**src/rtl/seg_scan_bcd_pkg.sv**
```systemverilog
// Shared segment definitions for seg_scan_bcd: parameter limits, converter
// state encodings and the 7-segment code table.
package seg_scan_bcd_pkg;

  localparam int N_DIG_MIN  = 1;
  localparam int N_DIG_MAX  = 8;
  localparam int DATA_W_MIN = 4;
  localparam int DATA_W_MAX = 27;
  localparam int DIV_MIN    = 2;

  typedef enum logic [1:0] {
    ST_IDLE  = 2'd0,
    ST_SHIFT = 2'd1,
    ST_DONE  = 2'd2
  } conv_state_t;

  // Segment vectors are packed {a,b,c,d,e,f,g}, a in the MSB.
  localparam logic [6:0] SEG_OFF   = 7'b000_0000;
  localparam logic [6:0] SEG_MINUS = 7'b000_0001;

  function automatic logic [6:0] seg_code(input logic [3:0] digit);
    logic [6:0] code;
    case (digit)
      4'd0:    code = 7'b111_1110;
      4'd1:    code = 7'b011_0000;
      4'd2:    code = 7'b110_1101;
      4'd3:    code = 7'b111_1001;
      4'd4:    code = 7'b011_0011;
      4'd5:    code = 7'b101_1011;
      4'd6:    code = 7'b101_1111;
      4'd7:    code = 7'b111_0000;
      4'd8:    code = 7'b111_1111;
      4'd9:    code = 7'b111_1011;
      default: code = SEG_OFF;
    endcase
    return code;
  endfunction

endpackage

```
**src/rtl/seg_scan_bcd_bin2bcd.sv**
```systemverilog
// Sequential double-dabble converter. A start pulse loads the binary value;
// DATA_W shift steps follow, then done pulses for one cycle with the result
// held stable. One nibble above the displayed digits plus a sticky carry-out
// flag detect values that do not fit in N_DIG digits.
module seg_scan_bcd_bin2bcd #(
  parameter int N_DIG  = 2,
  parameter int DATA_W = 8
) (
  input  logic                 clk,
  input  logic                 rst,
  input  logic                 start_i,
  input  logic [DATA_W-1:0]    value_i,
  output logic                 done_o,
  output logic [4*N_DIG-1:0]   bcd_o,
  output logic                 ovf_o
);

  localparam int BCD_W = 4*N_DIG + 4;
  localparam int CNT_W = $clog2(DATA_W + 1);

  logic [DATA_W-1:0] bin_q;
  logic [BCD_W-1:0]  bcd_q;
  logic [BCD_W-1:0]  bcd_adj;
  logic [CNT_W-1:0]  cnt_q;
  logic              run_q;
  logic              done_q;
  logic              lost_q;

  // Add-3 correction on every nibble that is 5 or more before the shift.
  always_comb begin
    bcd_adj = bcd_q;
    for (int k = 0; k < N_DIG + 1; k++) begin
      if (bcd_q[4*k +: 4] >= 4'd5) begin
        bcd_adj[4*k +: 4] = bcd_q[4*k +: 4] + 4'd3;
      end
    end
  end

  // Load on start, then shift DATA_W times; a bit leaving the top is sticky overflow.
  always_ff @(posedge clk) begin
    if (rst) begin
      bin_q  <= '0;
      bcd_q  <= '0;
      cnt_q  <= '0;
      run_q  <= 1'b0;
      done_q <= 1'b0;
      lost_q <= 1'b0;
    end else begin
      done_q <= 1'b0;
      if (start_i) begin
        bin_q  <= value_i;
        bcd_q  <= '0;
        cnt_q  <= CNT_W'(DATA_W);
        run_q  <= 1'b1;
        lost_q <= 1'b0;
      end else if (run_q) begin
        {bcd_q, bin_q} <= {bcd_adj[BCD_W-2:0], bin_q, 1'b0};
        lost_q         <= lost_q | bcd_adj[BCD_W-1];
        cnt_q          <= cnt_q - CNT_W'(1);
        if (cnt_q == CNT_W'(1)) begin
          run_q  <= 1'b0;
          done_q <= 1'b1;
        end
      end
    end
  end

  assign done_o = done_q;
  assign bcd_o  = bcd_q[4*N_DIG-1:0];
  assign ovf_o  = lost_q | (bcd_q[BCD_W-1 -: 4] != 4'd0);

endmodule

```
**src/rtl/seg_scan_bcd.sv**
```systemverilog
// Binary-to-7-segment multiplexed display driver. A converter FSM turns
// data_in into BCD whenever it changes; a scan tick steps through the digits
// driving one-cold digit selects and registered segment lines.
//
// state    | meaning
// ST_IDLE  | waiting for a new value (or the post-reset pending request)
// ST_SHIFT | double-dabble running in the bin2bcd datapath
// ST_DONE  | result copied into the display register
module seg_scan_bcd
  import seg_scan_bcd_pkg::*;
#(
  parameter int N_DIG  = 2,
  parameter int DATA_W = 8,
  parameter int DIV    = 10000
) (
  input  logic              clk,
  input  logic              rst,
  input  logic [DATA_W-1:0] data_in,
  input  logic [N_DIG-1:0]  dp_mask,
  input  logic              blank_en,
  output logic              a,
  output logic              b,
  output logic              c,
  output logic              d,
  output logic              e,
  output logic              f,
  output logic              g,
  output logic              dp,
  output logic [N_DIG-1:0]  ds,
  output logic              ovf,
  output logic              busy
);

  localparam int TCK_W = $clog2(DIV);
  localparam int IDX_W = (N_DIG > 1) ? $clog2(N_DIG) : 1;

  if (N_DIG < N_DIG_MIN || N_DIG > N_DIG_MAX || DATA_W < DATA_W_MIN ||
      DATA_W > DATA_W_MAX || DIV < DIV_MIN) begin : g_bad_param
    $error("seg_scan_bcd: illegal parameter combination");
  end

  logic [TCK_W-1:0]   tck_q;
  logic               tick;
  conv_state_t        state_q, state_d;
  logic [DATA_W-1:0]  cap_q, cap_d;
  logic               pending_q, pending_d;
  logic [4*N_DIG-1:0] disp_q, disp_d;
  logic               ovf_q, ovf_d;
  logic               conv_start;
  logic               conv_done;
  logic [4*N_DIG-1:0] conv_bcd;
  logic               conv_ovf;
  logic [IDX_W-1:0]   idx_q;
  logic [N_DIG-1:0]   ds_q;
  logic [6:0]         seg_q;
  logic               dp_q;
  logic [6:0]         seg_sel;
  logic               dp_sel;
  logic [3:0]         dig_sel;
  logic               blank_sel;
  logic               dp_bit;
  logic               upper_zero;

  assign tick = (tck_q == TCK_W'(DIV - 1));

  // Free-running scan prescaler, wraps after the terminal count.
  always_ff @(posedge clk) begin
    if (rst) tck_q <= '0;
    else     tck_q <= tick ? '0 : tck_q + TCK_W'(1);
  end

  // Converter FSM state and capture registers.
  always_ff @(posedge clk) begin
    if (rst) begin
      state_q   <= ST_IDLE;
      cap_q     <= '0;
      pending_q <= 1'b1;
      disp_q    <= '0;
      ovf_q     <= 1'b0;
    end else begin
      state_q   <= state_d;
      cap_q     <= cap_d;
      pending_q <= pending_d;
      disp_q    <= disp_d;
      ovf_q     <= ovf_d;
    end
  end

  // Next-state logic; busy is forced low while reset is held.
  always_comb begin
    state_d    = state_q;
    cap_d      = cap_q;
    pending_d  = pending_q;
    disp_d     = disp_q;
    ovf_d      = ovf_q;
    conv_start = 1'b0;
    busy       = 1'b0;
    case (state_q)
      ST_IDLE: begin
        if (pending_q || (data_in != cap_q)) begin
          cap_d      = data_in;
          pending_d  = 1'b0;
          conv_start = 1'b1;
          state_d    = ST_SHIFT;
        end
      end
      ST_SHIFT: begin
        busy = !rst;
        if (conv_done) state_d = ST_DONE;
      end
      ST_DONE: begin
        busy    = !rst;
        disp_d  = conv_bcd;
        ovf_d   = conv_ovf;
        state_d = ST_IDLE;
      end
      default: state_d = ST_IDLE;
    endcase
  end

  // The converter loads data_in directly on the capture edge.
  seg_scan_bcd_bin2bcd #(
    .N_DIG  (N_DIG),
    .DATA_W (DATA_W)
  ) u_bin2bcd (
    .clk     (clk),
    .rst     (rst),
    .start_i (conv_start),
    .value_i (data_in),
    .done_o  (conv_done),
    .bcd_o   (conv_bcd),
    .ovf_o   (conv_ovf)
  );

  // Select the digit at idx and work out blanking from the digits above it.
  always_comb begin
    dig_sel    = 4'd0;
    blank_sel  = 1'b0;
    dp_bit     = 1'b0;
    upper_zero = 1'b1;
    for (int k = N_DIG - 1; k >= 0; k--) begin
      if (disp_q[4*k +: 4] != 4'd0) upper_zero = 1'b0;
      if (IDX_W'(k) == idx_q) begin
        dig_sel   = disp_q[4*k +: 4];
        blank_sel = blank_en && upper_zero && (k != 0);
        dp_bit    = dp_mask[k];
      end
    end
    if (ovf_q) begin
      seg_sel = SEG_MINUS;
      dp_sel  = 1'b0;
    end else if (blank_sel) begin
      seg_sel = SEG_OFF;
      dp_sel  = dp_bit;
    end else begin
      seg_sel = seg_code(dig_sel);
      dp_sel  = dp_bit;
    end
  end

  // On each tick show the current digit, then step idx for the next tick.
  always_ff @(posedge clk) begin
    if (rst) begin
      idx_q <= '0;
      ds_q  <= '1;
      seg_q <= SEG_OFF;
      dp_q  <= 1'b0;
    end else if (tick) begin
      ds_q  <= ~(N_DIG'(1) << idx_q);
      seg_q <= seg_sel;
      dp_q  <= dp_sel;
      idx_q <= (idx_q == IDX_W'(N_DIG - 1)) ? '0 : idx_q + IDX_W'(1);
    end
  end

  assign {a, b, c, d, e, f, g} = seg_q;
  assign dp  = dp_q;
  assign ds  = ds_q;
  assign ovf = ovf_q;

endmodule
```
**config.mk**
```make
export PLATFORM = sky130hd
export DESIGN_NAME = seg_scan_bcd
export DESIGN_NICKNAME = d
export VERILOG_FILES = /design/src/rtl/seg_scan_bcd_pkg.sv /design/src/rtl/seg_scan_bcd_bin2bcd.sv /design/src/rtl/seg_scan_bcd.sv
export SDC_FILE = /design/constraint.sdc
export NUM_CORES = 1
export LEC_CHECK = 0
export BUFFER_PORTS_ARGS = -buffer_cell sky130_fd_sc_hd__buf_2
export CORE_AREA = 4 4 100 78
export DETAILED_ROUTE_END_ITERATION = 6
export DIE_AREA = 0 0 104 82
export PLACE_DENSITY = 0.74
export SYNTH_ARGS = -nofsm -noshare
export SYNTH_HDL_FRONTEND = slang
export SYNTH_HIERARCHICAL = 1
export SYNTH_SLANG_ARGS = --single-unit
```
**constraint.sdc**
```tcl
create_clock -name clk -period 2.1 [get_ports clk]
set_input_delay 0.105 -clock clk [delete_from_list [all_inputs] [get_ports clk]]
set_output_delay 0.105 -clock clk [all_outputs]
set_load 0.02 [all_outputs]
```
# Word-level counts from Yosys, hierarchy flattened

Memories as Yosys holds them, arrays and structs flattened.
Cells that the tools add are included.

Add/sub/neg operators: 6
Magnitude comparators: 3
Equal/unequal tests: 7
Shift-type cells: 1
Muxes and demuxes: 25
Bitwise logic cells: 4
Reduce and logical (&&, ||, !) cells: 13

Operators by type and width:

| cell                  | number |
|---|---|
| $mux 4                | 6 |
| $mux 8                | 2 |
| $add 14x1->14 const B | 1 |
| $eq 14x14->1 const B  | 1 |
| $mux 7                | 2 |
| $add 4x2->4 const B   | 3 |
| $ge 4x3->1 const B    | 3 |
| $mux 1                | 12 |
| $ne 8x8->1            | 1 |
| $reduce_bool 4->1     | 2 |
| $reduce_or 2->1       | 3 |
| $eq 4x1->1 const B    | 1 |
| $mux 2                | 2 |
| $pmux 2 s2            | 1 |
| $reduce_and 2->1      | 2 |
| $sub 4x1->4 const B   | 1 |
| $reduce_or 3->1       | 1 |
| $eq 2x1->1 const B    | 1 |
| $eq 2x2->1 const B    | 1 |
| $logic_not 2->1       | 1 |
| $ne 2x1->1 const B    | 1 |
| $ne 2x2->1 const B    | 1 |
| $not 2->2             | 1 |
| $or 1x1->1            | 2 |
| other kinds (7)       | 7 |

Register bits after elaboration: 72
ROM bits: 112
Input port bits: 13
Output and inout bits: 12
Logic and storage cells: 77
Memories kept: 1

Memory list:

| name            | words | bits a word | rd ports | clocked after memory_dff | write ports | RTL line               | text |
|---|---|---|---|---|---|---|---|
| (no name shown) | 16    | 7           | 1        | 0                        | 0           | seg_scan_bcd_pkg.sv:23 | `case (digit)` |

# Depth between registers and ports, before layout

Gate-level depths: netlist of run 1.

Word-level depth: 6
Mapped depth: 9
Depth with buffers taken out: 7

# By module

The synthesis of run 1 kept the hierarchy.

By module, submodules not included:

| module               | times used | cells an instance | area each (µm²) | sequential area each (µm²) |
|---|---|---|---|---|
| seg_scan_bcd         | 1          | 230               | 2135.8          | 900.9 |
| seg_scan_bcd_bin2bcd | 1          | 182               | 1461.4          | 540.5 |

# Worst setup path before layout of run 1

Ideal clock, no wire load.

Path type: register -> register
Start: reg cap_q[1]
End: reg u_bin2bcd.bcd_q[1]
Library setup time: 95 ps
Arrival: 2171 ps
Data required time: 2005 ps
Path slack: -167 ps
Stages on the path, launching flop included: 8
Path buffers: 1
Clock period less this slack: 2267 ps
Cell sequence: dfxtp_1 -> nor2b_1 -> a2111oi_0 -> a41oi_1 -> or2_0 -> buf_2 -> or4b_1 -> o311ai_1

Word-level cells in the longest chain between the ends: 5

RTL lines:

| element                          | RTL line                   | text |
|---|---|---|
| start, declared                  | seg_scan_bcd.sv:45         | `logic [DATA_W-1:0] cap_q, cap_d;` |
| start signal, assigned           | seg_scan_bcd.sv:82         | `cap_q <= cap_d;` |
| $ne 8x8->1                       | seg_scan_bcd.sv:100        | `if (pending_q \|\| (data_in != cap_q)) begin` |
| $logic_or 1x1->1                 | seg_scan_bcd.sv:100        |  |
| $mux 1                           | seg_scan_bcd.sv:100        |  |
| $mux 1                           | seg_scan_bcd.sv:98         | `case (state_q)` |
| via conv_start                   | seg_scan_bcd.sv:49         | `logic conv_start;` |
| $reduce_or 2->1 (no source line) | -                          |  |
| end signal, assigned             | seg_scan_bcd_bin2bcd.sv:57 | `{bcd_q, bin_q} <= {bcd_adj[BCD_W-2:0], bin_q, 1'b0};` |
| end, declared                    | seg_scan_bcd_bin2bcd.sv:22 | `logic [BCD_W-1:0] bcd_q;` |

The timed path passes the listed nets, and every way through them passes these cells.
A chain may end at the register's enable or synchronous reset.

# Worst setup path in the final report of run 1

Start: reg idx_q
End: reg seg_q[3]

Word-level cells in the longest chain between the ends: 4
Elaborated cells on any way between the ends: 5
Those cells by class: mux (4); memory (1)

RTL lines:

| element                | RTL line            | text |
|---|---|---|
| start, declared        | seg_scan_bcd.sv:53  | `logic [IDX_W-1:0] idx_q;` |
| start signal, assigned | seg_scan_bcd.sv:172 | `idx_q <= (idx_q == IDX_W'(N_DIG - 1)) ? '0 : idx_q + IDX_W'(1);` |
| $mux 4                 | seg_scan_bcd.sv:143 | `if (IDX_W'(k) == idx_q) begin` |
| $mem_v2 16x7           | -                   |  |
| $mux 7 (*)             | seg_scan_bcd.sv:152 | `end else if (blank_sel) begin` |
| $mux 7 (*)             | seg_scan_bcd.sv:149 | `if (ovf_q) begin` |
| end signal, assigned   | seg_scan_bcd.sv:170 | `seg_q <= seg_sel;` |
| end, declared          | seg_scan_bcd.sv:55  | `logic [6:0] seg_q;` |

Mark *: on every way between the ends. The rest lies on a longest branch, timed or not.

==> impl_metrics.toml, run 1 <==
[floorplan]
dieWidth_um = 104
core_sq_mm = 0.006766
die_h_um = 82
pin_count = 25
die-area_sq_mm = 0.008528
rows = 26
start_util_pct = 53.16

[power]
p_seq_share_pct = 50.6
power_mw = 2.985
power.internal_mw = 2.150
ir_drop_mv = 0.3915
p_sw_share_pct = 27.95
pwr-share-clk_pct = 32.5
comb_power_share_pct = 16.9
powerDensity_mw_per_mm2 = 753.5
p_leak_nw = 1.602
total_switching_power_mw = 0.8343

[synth]
netlist_instances = 412
synth-edff-count = 0
synth_top_area_share_pct = 40.07
yosysTopAreaCell = "dfxtp_1"
ys_ff_latch = 72
syn_nets = 444
syn_area_sq_mm = 0.003597
synth_cell_type_count = 51
async_flop_share_pct = 0
ys.flop_type = "dfxtp_1"
yosysWarnings = 6
yosys-top-cells-area = "dfxtp_1, mux2i_1, ha_1"
syn_avg_cell_area_sq_um = 8.731
ys_seq_area_share_pct = 40.07

[sta]
hold_viol = 0
rsz0062_at_grt = "yes"
final.min_clock_period_ps = 2017
setup_ws_ps = 82.73
max_freq_mhz = 495.7
clock_skew_ps = 8.819
setup_violations = 0
min_period_over_period_pct = 96.06
relSlewSlack_pct = 63.27
worst_slew_pin_slew_ps = 535.6
slew_viol_final = 0
setup_tns_ps = 0

[route]
avgViaCountPerCell = 5.412
wl_met3_um = 239
drc = 0
vias = 2798
firstDrtPassIters = 4
drtAntennaViolNets = 0
top_layer = "met4"
wl_per_cell_um = 13.21
met1Wirelength_um = 3551
drt_iter0_markers = 75
drt_wl_total_um = 6830
wl_met2_um = 2948

[global_route]
first_global_vias = 2571
grt_pass1_wl_um = 11720
gr-total-overflow = 0
antenna_found_initial = 0
grt.total_usage_pct = 16.88
grt_max_degree = 40

[worst_setup_path]
timing.rr.start = "idx_q"
end_kind = "register"
ff2ff_setup_slack_ps = 80
cp-start-kind = "register"
crit_arrival_ps = 2250
criticalPathCategory = "reg2reg"
reg2reg_depth = 5
crit_required_ps = 2330
crit_path_max_fanout = 7
r2r_end = "seg_q[3]"

[min_path]
hold_path_depth = 3
min_path_type = "in2reg"
hp-start = "data_in[7]"
hold_path_end = "u_bin2bcd/bin_q[7]"

[final_layout]
syn_to_final_growth_pct = 10.12
finalNonFillerCells = 517
antennaDiodeCount = 0
nets = 461
layout-drive-gt1-share_pct = 15.01

[place]
dp.cells = 502
gp_congestion = 0.8597
pre_cts_ws_ps = 65.18
dp_hpwl_um = 4851
portBuffers = 24

[cts]
hold_buffers = 0
clk_pin_slew_worst_paths_ps = 70
cts_resized = 0
clk_latency_ps = 340
root_buffer = "clkbuf_8"
cts.sink_count = 72
cts_htree_levels = 3
numCtsBuffers = 9
cts_setup_buffers = 0
clock_path_buffers = 2
cts_tree = "built"

[run_status]
outcome = "complete, no violations"

[job]
maxCapViolations = 0
## state kept, by name, indices dropped and copies added, names as in the netlist, 2 cells and up
| signal | count |
|---|---|
| state_q | 2 |
| tck_q | 14 |
| ds | 2 |
| disp_q | 8 |
| cap_q | 8 |
| u_bin2bcd/cnt_q | 4 |
| seg_q | 7 |
| u_bin2bcd/bcd_q | 12 |
| u_bin2bcd/bin_q | 8 |
## cell families (layout without fill, tap and decap cells)
family	after synthesis	in the layout	share of synthesized area, %
AO/OA/AOI/OAI	66	66	11.06
AND/OR/NAND/NOR	150	150	21.11
multiplexers	35	35	9.774
XOR/XNOR	20	20	4.870
buffers and inverters	50	71	6.505
adder cells (fa/ha/maj)	19	19	6.609
flip-flops	72	72	40.07
## power groups by stage
stage / clock network [mW] / logic [mW] / registers [mW]
2_1_floorplan: 0 / 0.391 / 1.52
3_3_place_gp: 0 / 0.479 / 1.54
3_5_place_dp: 0 / 0.494 / 1.54
4_1_cts: 0.997 / 0.498 / 1.51
5_1_grt: 1.06 / 0.570 / 1.52
6_report: 0.971 / 0.503 / 1.51
## critical path: stages, from the launching register on
cell,delay [ps]
dfxtp_1,510
mux2i_1,540
ha_1,340
or2_2,290
a21oi_1,150
o21ai_1,70
## per-layer routing
layer  track usage [%]  up-vias
li1                  -     1445
met1             22.21     1304
met2             26.59       38
met3             6.049       11
met4             4.382        0
met5                 0        -
## worst max path at each step
stage | start | endpoint | slack [ps]
final | idx_q | seg_q[3] | 80
after global routing | cap_q[6] | u_bin2bcd/bcd_q[1] | -30
after CTS | cap_q[6] | u_bin2bcd/bcd_q[1] | 50
after detailed placement | idx_q | seg_q[3] | 70
after global placement | tck_q[11] | seg_q[3] | 130
after floorplan | cap_q[6] | u_bin2bcd/bcd_q[1] | 10
## Yosys cell counts (3+ instances only)
cell type   n
nor3b_1     3
xnor2_1     6
ha_1       19
or4b_1      4
buf_4       8
and3_1      4
o22ai_1     3
nor2b_1     5
nand2_1    27
o21ai_1     4
nor2_1     63
o21ai_0    15
buf_2       7
dfxtp_1    72
inv_1      21
nand3_1     6
or3_1       4
nor3_1      5
nand2b_1    6
a21oi_1    25
xor2_1     14
clkbuf_1   11
nand4_1    10
mux2i_1    34
a31oi_1     3
## layout make-up
type | count | area [sq um]
Timing Repair Buffer | 35 | 219.0
Clock inverter | 3 | 17.52
Inverter | 21 | 78.83
Fill cell | 616 | 2805
Clock buffer | 12 | 155.1
Tap cell | 84 | 105.1
Multi-Input combinational cell | 290 | 1943
Sequential cell | 72 | 1443
## metrics by stage
stage | util (%) | hold WS [ps] | area, sq um
after CTS | 58.38 | 30.87 | 3950
after floorplan | - | 243.6 | 3612
after global placement | 55.82 | 383.0 | 3777
after global routing | 58.54 | 44.39 | 3961
after detailed placement | 55.82 | 392.4 | 3777
final | 58.54 | 38.73 | 3961
## cell usage in the layout (no fill, tap or decap), types with 3 or more instances in the layout
| master | count |
|---|---|
| buf_4 | 9 |
| clkbuf_8 | 11 |
| or3_1 | 4 |
| o22ai_1 | 3 |
| ha_1 | 19 |
| and3_1 | 4 |
| dfxtp_1 | 71 |
| a21oi_1 | 25 |
| nor3b_1 | 3 |
| nand4_1 | 10 |
| a31oi_1 | 3 |
| nor2_1 | 63 |
| nand2_1 | 27 |
| nor2b_1 | 5 |
| buf_2 | 24 |
| o21ai_1 | 4 |
| mux2i_1 | 34 |
| xnor2_1 | 6 |
| o21ai_0 | 15 |
| nand2b_1 | 6 |
| or4b_1 | 4 |
| nor3_1 | 4 |
| inv_1 | 21 |
| nand3_1 | 6 |
| xor2_1 | 14 |
(Power assumes the default switching activity.)
==> inputs of run 2 (changes only) <==
--- a/config.mk
+++ b/config.mk
@@ -10,6 +10,7 @@
 export DETAILED_ROUTE_END_ITERATION = 6
 export DIE_AREA = 0 0 104 82
 export PLACE_DENSITY = 0.74
+export RECOVER_POWER = 50
 export SYNTH_ARGS = -nofsm -noshare
 export SYNTH_HDL_FRONTEND = slang
 export SYNTH_HIERARCHICAL = 1
==> impl_metrics.toml, run 2 (synthesis gave the netlist of run 1 again) <==
[worst_setup_path]
crit_required_ps = 2340
crit_path_max_fanout = 7
end_kind = "register"
crit_arrival_ps = 2260
criticalPathCategory = "reg2reg"
cp-start-kind = "register"

[route]
wl_per_cell_um = 13.25
drt_iter0_markers = 77
avgViaCountPerCell = 5.424
firstDrtPassIters = 4
drtAntennaViolNets = 0
drc = 0
drt_wl_total_um = 6850
vias = 2804

[power]
power.internal_mw = 2.145
pwr-share-clk_pct = 32.7
comb_power_share_pct = 16.7
p_sw_share_pct = 28.06
ir_drop_mv = 0.3921
total_switching_power_mw = 0.8364
powerDensity_mw_per_mm2 = 756.2
power_mw = 2.981
p_leak_nw = 1.553
p_seq_share_pct = 50.6

[sta]
final.min_clock_period_ps = 2019
rsz0062_at_grt = "yes"
setup_tns_ps = 0
setup_violations = 0
setup_ws_ps = 80.61
hold_viol = 0
worst_slew_pin_slew_ps = 534.5
min_period_over_period_pct = 96.16
max_freq_mhz = 495.2
relSlewSlack_pct = 63.35
clock_skew_ps = 8.929
slew_viol_final = 0

[cts]
cts.sink_count = 72
numCtsBuffers = 9
clock_path_buffers = 2
cts_htree_levels = 3
cts_setup_buffers = 0
clk_pin_slew_worst_paths_ps = 70
cts_tree = "built"
root_buffer = "clkbuf_8"
clk_latency_ps = 340

[final_layout]
layout-drive-gt1-share_pct = 12.01
syn_to_final_growth_pct = 9.600
largest_reg_flops = 14
antennaDiodeCount = 0
final_cell_mix = "dfxtp_1, nor2_1, mux2i_1, nand2_1, a21oi_1"
final_common_cell = "dfxtp_1"
finalNonFillerCells = 517
nets = 461
largest-register = "tck_q"
postLayoutCoreUtil_pct = 58.27
biggestRegsByFlops = "tck_q x14, u_bin2bcd/bcd_q x12"

[place]
portBuffers = 24
pre_cts_ws_ps = 65.18
dp_hpwl_um = 4851
gp_congestion = 0.8597
dp.cells = 502

[floorplan]
rows = 26
die_h_um = 82
dieWidth_um = 104
core_sq_mm = 0.006766
pin_count = 25
start_util_pct = 53.16
die-area_sq_mm = 0.008528

[job]
maxCapViolations = 0

[global_route]
gr-total-overflow = 0
grt_max_degree = 40
grt_pass1_wl_um = 11720
antenna_found_initial = 0
grt.total_usage_pct = 16.88
first_global_vias = 2571

[run_status]
outcome = "complete, no violations"

[min_path]
min_path_type = "in2reg"
==> run 2: cell count changes in the layout (fill, tap and decap cells not counted), sizes merged <==
cell / before / now
clkbuf: 12 / 25
buf: 35 / 22
==> run 2: path summary, 6_finish.rpt <==
path	startpoint	endpoint	slack [ps]	cells past startpoint
worst max-delay path	idx_q	seg_q[3]	80	5
worst min-delay path	data_in[7]	u_bin2bcd/bin_q[7]	40	3
worst max register to register	idx_q	seg_q[3]	80	5
worst min register to register	seg_q[4]	seg_q[4]	450	2
==> run 2: layer usage <==
| metal | wire length, um | vias up | GRT usage (%) |
|---|---|---|---|
| li1 | - | 1444 | - |
| met1 | 3554 | 1314 | 22.21 |
| met2 | 2949 | 35 | 26.59 |
| met3 | 252 | 11 | 6.049 |
| met4 | 94 | 0 | 4.382 |
| met5 | 0 | - | 0 |
==> run 2: layout make-up <==
| cell class | instances | area, sq um |
|---|---|---|
| clock buffers | 12 | 155.1 |
| clock inverters | 3 | 17.52 |
| fillers | 623 | 2824 |
| inverters | 21 | 78.83 |
| multi-input cells | 290 | 1943 |
| flip-flops and latches | 72 | 1443 |
| well taps | 84 | 105.1 |
| repair buffers | 35 | 200.2 |
==> run 2: what timing repair did <==
item / in CTS / in global routing
setup endpoints to repair: 0 / 7
hold buffers: 0 / 0
resized for setup: 0 / 4
==> run 2: critical path, cell delays in order (launching register included) <==
cell	delay, ps
dfxtp_1	510
mux2i_1	540
ha_1	340
or2_2	290
a21oi_1	160
o21ai_1	70
==> run 2: per-stage QoR <==
stage	cell area, sq um	hold slack (ps)
floorplan	3612	243.6
global placement	3777	383.0
detailed placement	3777	392.4
CTS	3950	30.87
global route	3943	44.39
finish	3943	36.74
==> run 2: power groups by stage <==
| stage | clock [mW] | combinational, mW | sequential [mW] |
|---|---|---|---|
| floorplan | 0 | 0.391 | 1.52 |
| global placement | 0 | 0.479 | 1.54 |
| detailed placement | 0 | 0.494 | 1.54 |
| CTS | 0.997 | 0.498 | 1.51 |
| global route | 1.06 | 0.564 | 1.52 |
| finish | 0.973 | 0.498 | 1.51 |
==> inputs of run 3 (changes only) <==
--- a/config.mk
+++ b/config.mk
@@ -5,13 +5,15 @@
 export SDC_FILE = /design/constraint.sdc
 export NUM_CORES = 1
 export LEC_CHECK = 0
+export ABC_AREA = 1
 export BUFFER_PORTS_ARGS = -buffer_cell sky130_fd_sc_hd__buf_2
-export CORE_AREA = 4 4 100 78
+export CORE_AREA = 4 4 102 80
 export DETAILED_ROUTE_END_ITERATION = 6
-export DIE_AREA = 0 0 104 82
+export DIE_AREA = 0 0 106 84
 export PLACE_DENSITY = 0.74
 export RECOVER_POWER = 50
 export SYNTH_ARGS = -nofsm -noshare
 export SYNTH_HDL_FRONTEND = slang
 export SYNTH_HIERARCHICAL = 1
 export SYNTH_SLANG_ARGS = --single-unit
+export TNS_END_PERCENT = 1
==> impl_metrics.toml, run 3 <==
[worst_setup_path]
worst_path_largest_cell_delay_ps = 350
cp_slowest_cell = "dfxtp_1"
critPathTopFamily = "simple AND/OR/NAND/NOR gates"
criticalPathCategory = "reg2reg"
end_kind = "register"
cp-start-kind = "register"
crit_path_max_fanout = 10
crit_required_ps = 2330
timing.rr.start = "cap_q[1]"
cp_cell_sequence = "inv_1 > nand2_1 > nand2_1 > nor2_1 > nand2_1 > nor2_1 > a21boi_2 > clkbuf_1 > inv_6 > nand2_8 > o221ai_1 > nor2_1"
crit_buf_inv = 3
critPathLaunch = "cap_q[1]"
crit_arrival_ps = 2030

[place]
gp_congestion = 0.8411
portBuffers = 24
dp_hpwl_um = 5450
pre_cts_ws_ps = 314.8

[synth]
synth_common_cells = "nand2_1, dfxtp_1, inv_1"
syn_area_sq_mm = 0.003812
synthMostInstantiatedCell = "nand2_1"
netlist_instances = 523
ys_seq_area_share_pct = 37.81
syn_nets = 555
synth_top_area_share_pct = 37.81
ys_ff_latch = 72
syn_avg_cell_area_sq_um = 7.289
synth-edff-count = 0
synth_cell_type_count = 42
yosys-top-cells-area = "dfxtp_1, nand2_1, inv_1"
yosysTopAreaCell = "dfxtp_1"
yosysWarnings = 6
ys.flop_type = "dfxtp_1"
async_flop_share_pct = 0

[route]
drc = 0
vias = 3211
drt_iter0_markers = 125
firstDrtPassIters = 4
wl_per_cell_um = 11.21
drt_wl_total_um = 7266
avgViaCountPerCell = 4.955
drtAntennaViolNets = 0

[final_layout]
final_common_cell = "nand2_1"
multi_input_area_sq_mm = 0.001916
regArea_sq_mm = 0.001441
fillers = 702
antennaDiodeCount = 0
largest-register = "tck_q"
syn_to_final_growth_pct = 7.122
layout-drive-gt1-share_pct = 12.43
final_cell_mix = "nand2_1, dfxtp_1, inv_1, nor2_1, nand3_1"
biggestRegsByFlops = "tck_q x14, u_bin2bcd/bcd_q x12"
nets = 576
largest_reg_flops = 14

[sta]
clock_skew_ps = 7.420
slew_viol_final = 0
setup_tns_ps = 0
relSlewSlack_pct = 65.81
rsz0062_at_grt = "no"
hold_viol = 0
setup_ws_ps = 297.8
worst_slew_pin_slew_ps = 507.5
final.min_clock_period_ps = 1802
min_period_over_period_pct = 85.82
max_freq_mhz = 554.9
setup_violations = 0
holdWs_ps = 49.87

[job]
maxCapViolations = 0

[min_path]
min_path_type = "in2reg"
hp-start = "data_in[2]"

[global_route]
grt_pass1_wl_um = 13360
gr-total-overflow = 0
antenna_found_initial = 0
first_global_vias = 3053
grt_max_degree = 22
grt.total_usage_pct = 18.01

[run_status]
outcome = "complete, no violations"

[cts]
clk_pin_slew_worst_paths_ps = 70
cts_resized = 0
cts_htree_levels = 3
clk_latency_ps = 340
cts_tree = "built"
cts_setup_buffers = 0
hold_buffers = 0
numCtsBuffers = 9
cts.sink_count = 72
root_buffer = "clkbuf_8"
clock_path_buffers = 2

[floorplan]
pin_count = 25
start_util_pct = 53.23
rows = 27
die_h_um = 84
core_sq_mm = 0.007162
dieWidth_um = 106
die-area_sq_mm = 0.008904

[power]
powerDensity_mw_per_mm2 = 894.8
ir_drop_mv = 0.4716
p_leak_nw = 1.805
[run 3: changes by cell type after synthesis, moves of 7 or more]
cell	previous run	this run
a21oi_1	25	32
clkbuf_1	11	4
inv_1	21	67
inv_2	0	10
mux2i_1	34	2
nand2_1	27	106
nand3_1	6	35
nand4_1	10	2
o21ai_0	15	26
xor2_1	14	7
[run 3: final timing paths]
kind,endpoint,slack (ps),cells past startpoint
max,u_bin2bcd/bin_q[3],300,12
min,cap_q[2],50,3
max reg2reg,u_bin2bcd/bin_q[3],300,12
min reg2reg,tck_q[0],450,1
[run 3: worst register-to-register path, cell delays in order (launching register included)]
cell and delay [ps]:
dfxtp_1 350, inv_1 50, nand2_1 50, nand2_1 50, nor2_1 90, nand2_1 70
nor2_1 190, a21boi_2 110, clkbuf_1 250, inv_6 180, nand2_8 90, o221ai_1 170
nor2_1 60
[run 3: stage by stage]
stage / instances / util, % / power, mW / area, sq um
floorplan: 523 / - / 2.580 / 3812
global placement: 634 / 55.28 / 2.756 / 3959
detailed placement: 634 / 55.28 / 2.800 / 3959
CTS: 648 / 57.42 / 3.717 / 4113
global route: 648 / 57.02 / 3.955 / 4084
finish: 648 / 57.02 / 3.654 / 4084
[run 3: cell families (layout without fill, tap and decap cells)]
group | Yosys count | in the layout | synth area share, %
xor gates and xnor gates | 7 | 7 | 1.608
adders and majority gates | 19 | 19 | 6.236
AOI/OAI and AO/OA | 82 | 82 | 12.90
DFF | 72 | 72 | 37.81
muxes | 2 | 2 | 0.5251
and+or+nand+nor | 242 | 242 | 29.14
buffers and inverters | 99 | 123 | 11.78
[run 3: layout make-up]
class,instances,area share [%]
timing repair buffer,30,3.493
clock inverter,1,0.1225
sequential,72,35.29
clock buffer,13,3.646
tap,101,3.094
inverter,79,7.445
multi-input combinational,352,46.91
[run 3: power by group]
| group | internal, mW | total [mW] | switching, mW | leakage (nW) |
|---|---|---|---|---|
| clock | 0.448 | 0.910 | 0.462 | 0.0794 |
| combinational | 0.378 | 1.08 | 0.701 | 1.14 |
| sequential | 1.55 | 1.67 | 0.112 | 0.588 |
| total | 2.38 | 3.65 | 1.27 | 1.81 |
[run 3: per-layer routing]
metal	GRT usage, %	part of all wire (%)	vias to the layer above
met4	4.235	1.3	0
met5	0	0	-
met1	23.40	49	1440
li1	-	-	1711
met3	5.414	4.7	6
met2	29.40	45	54
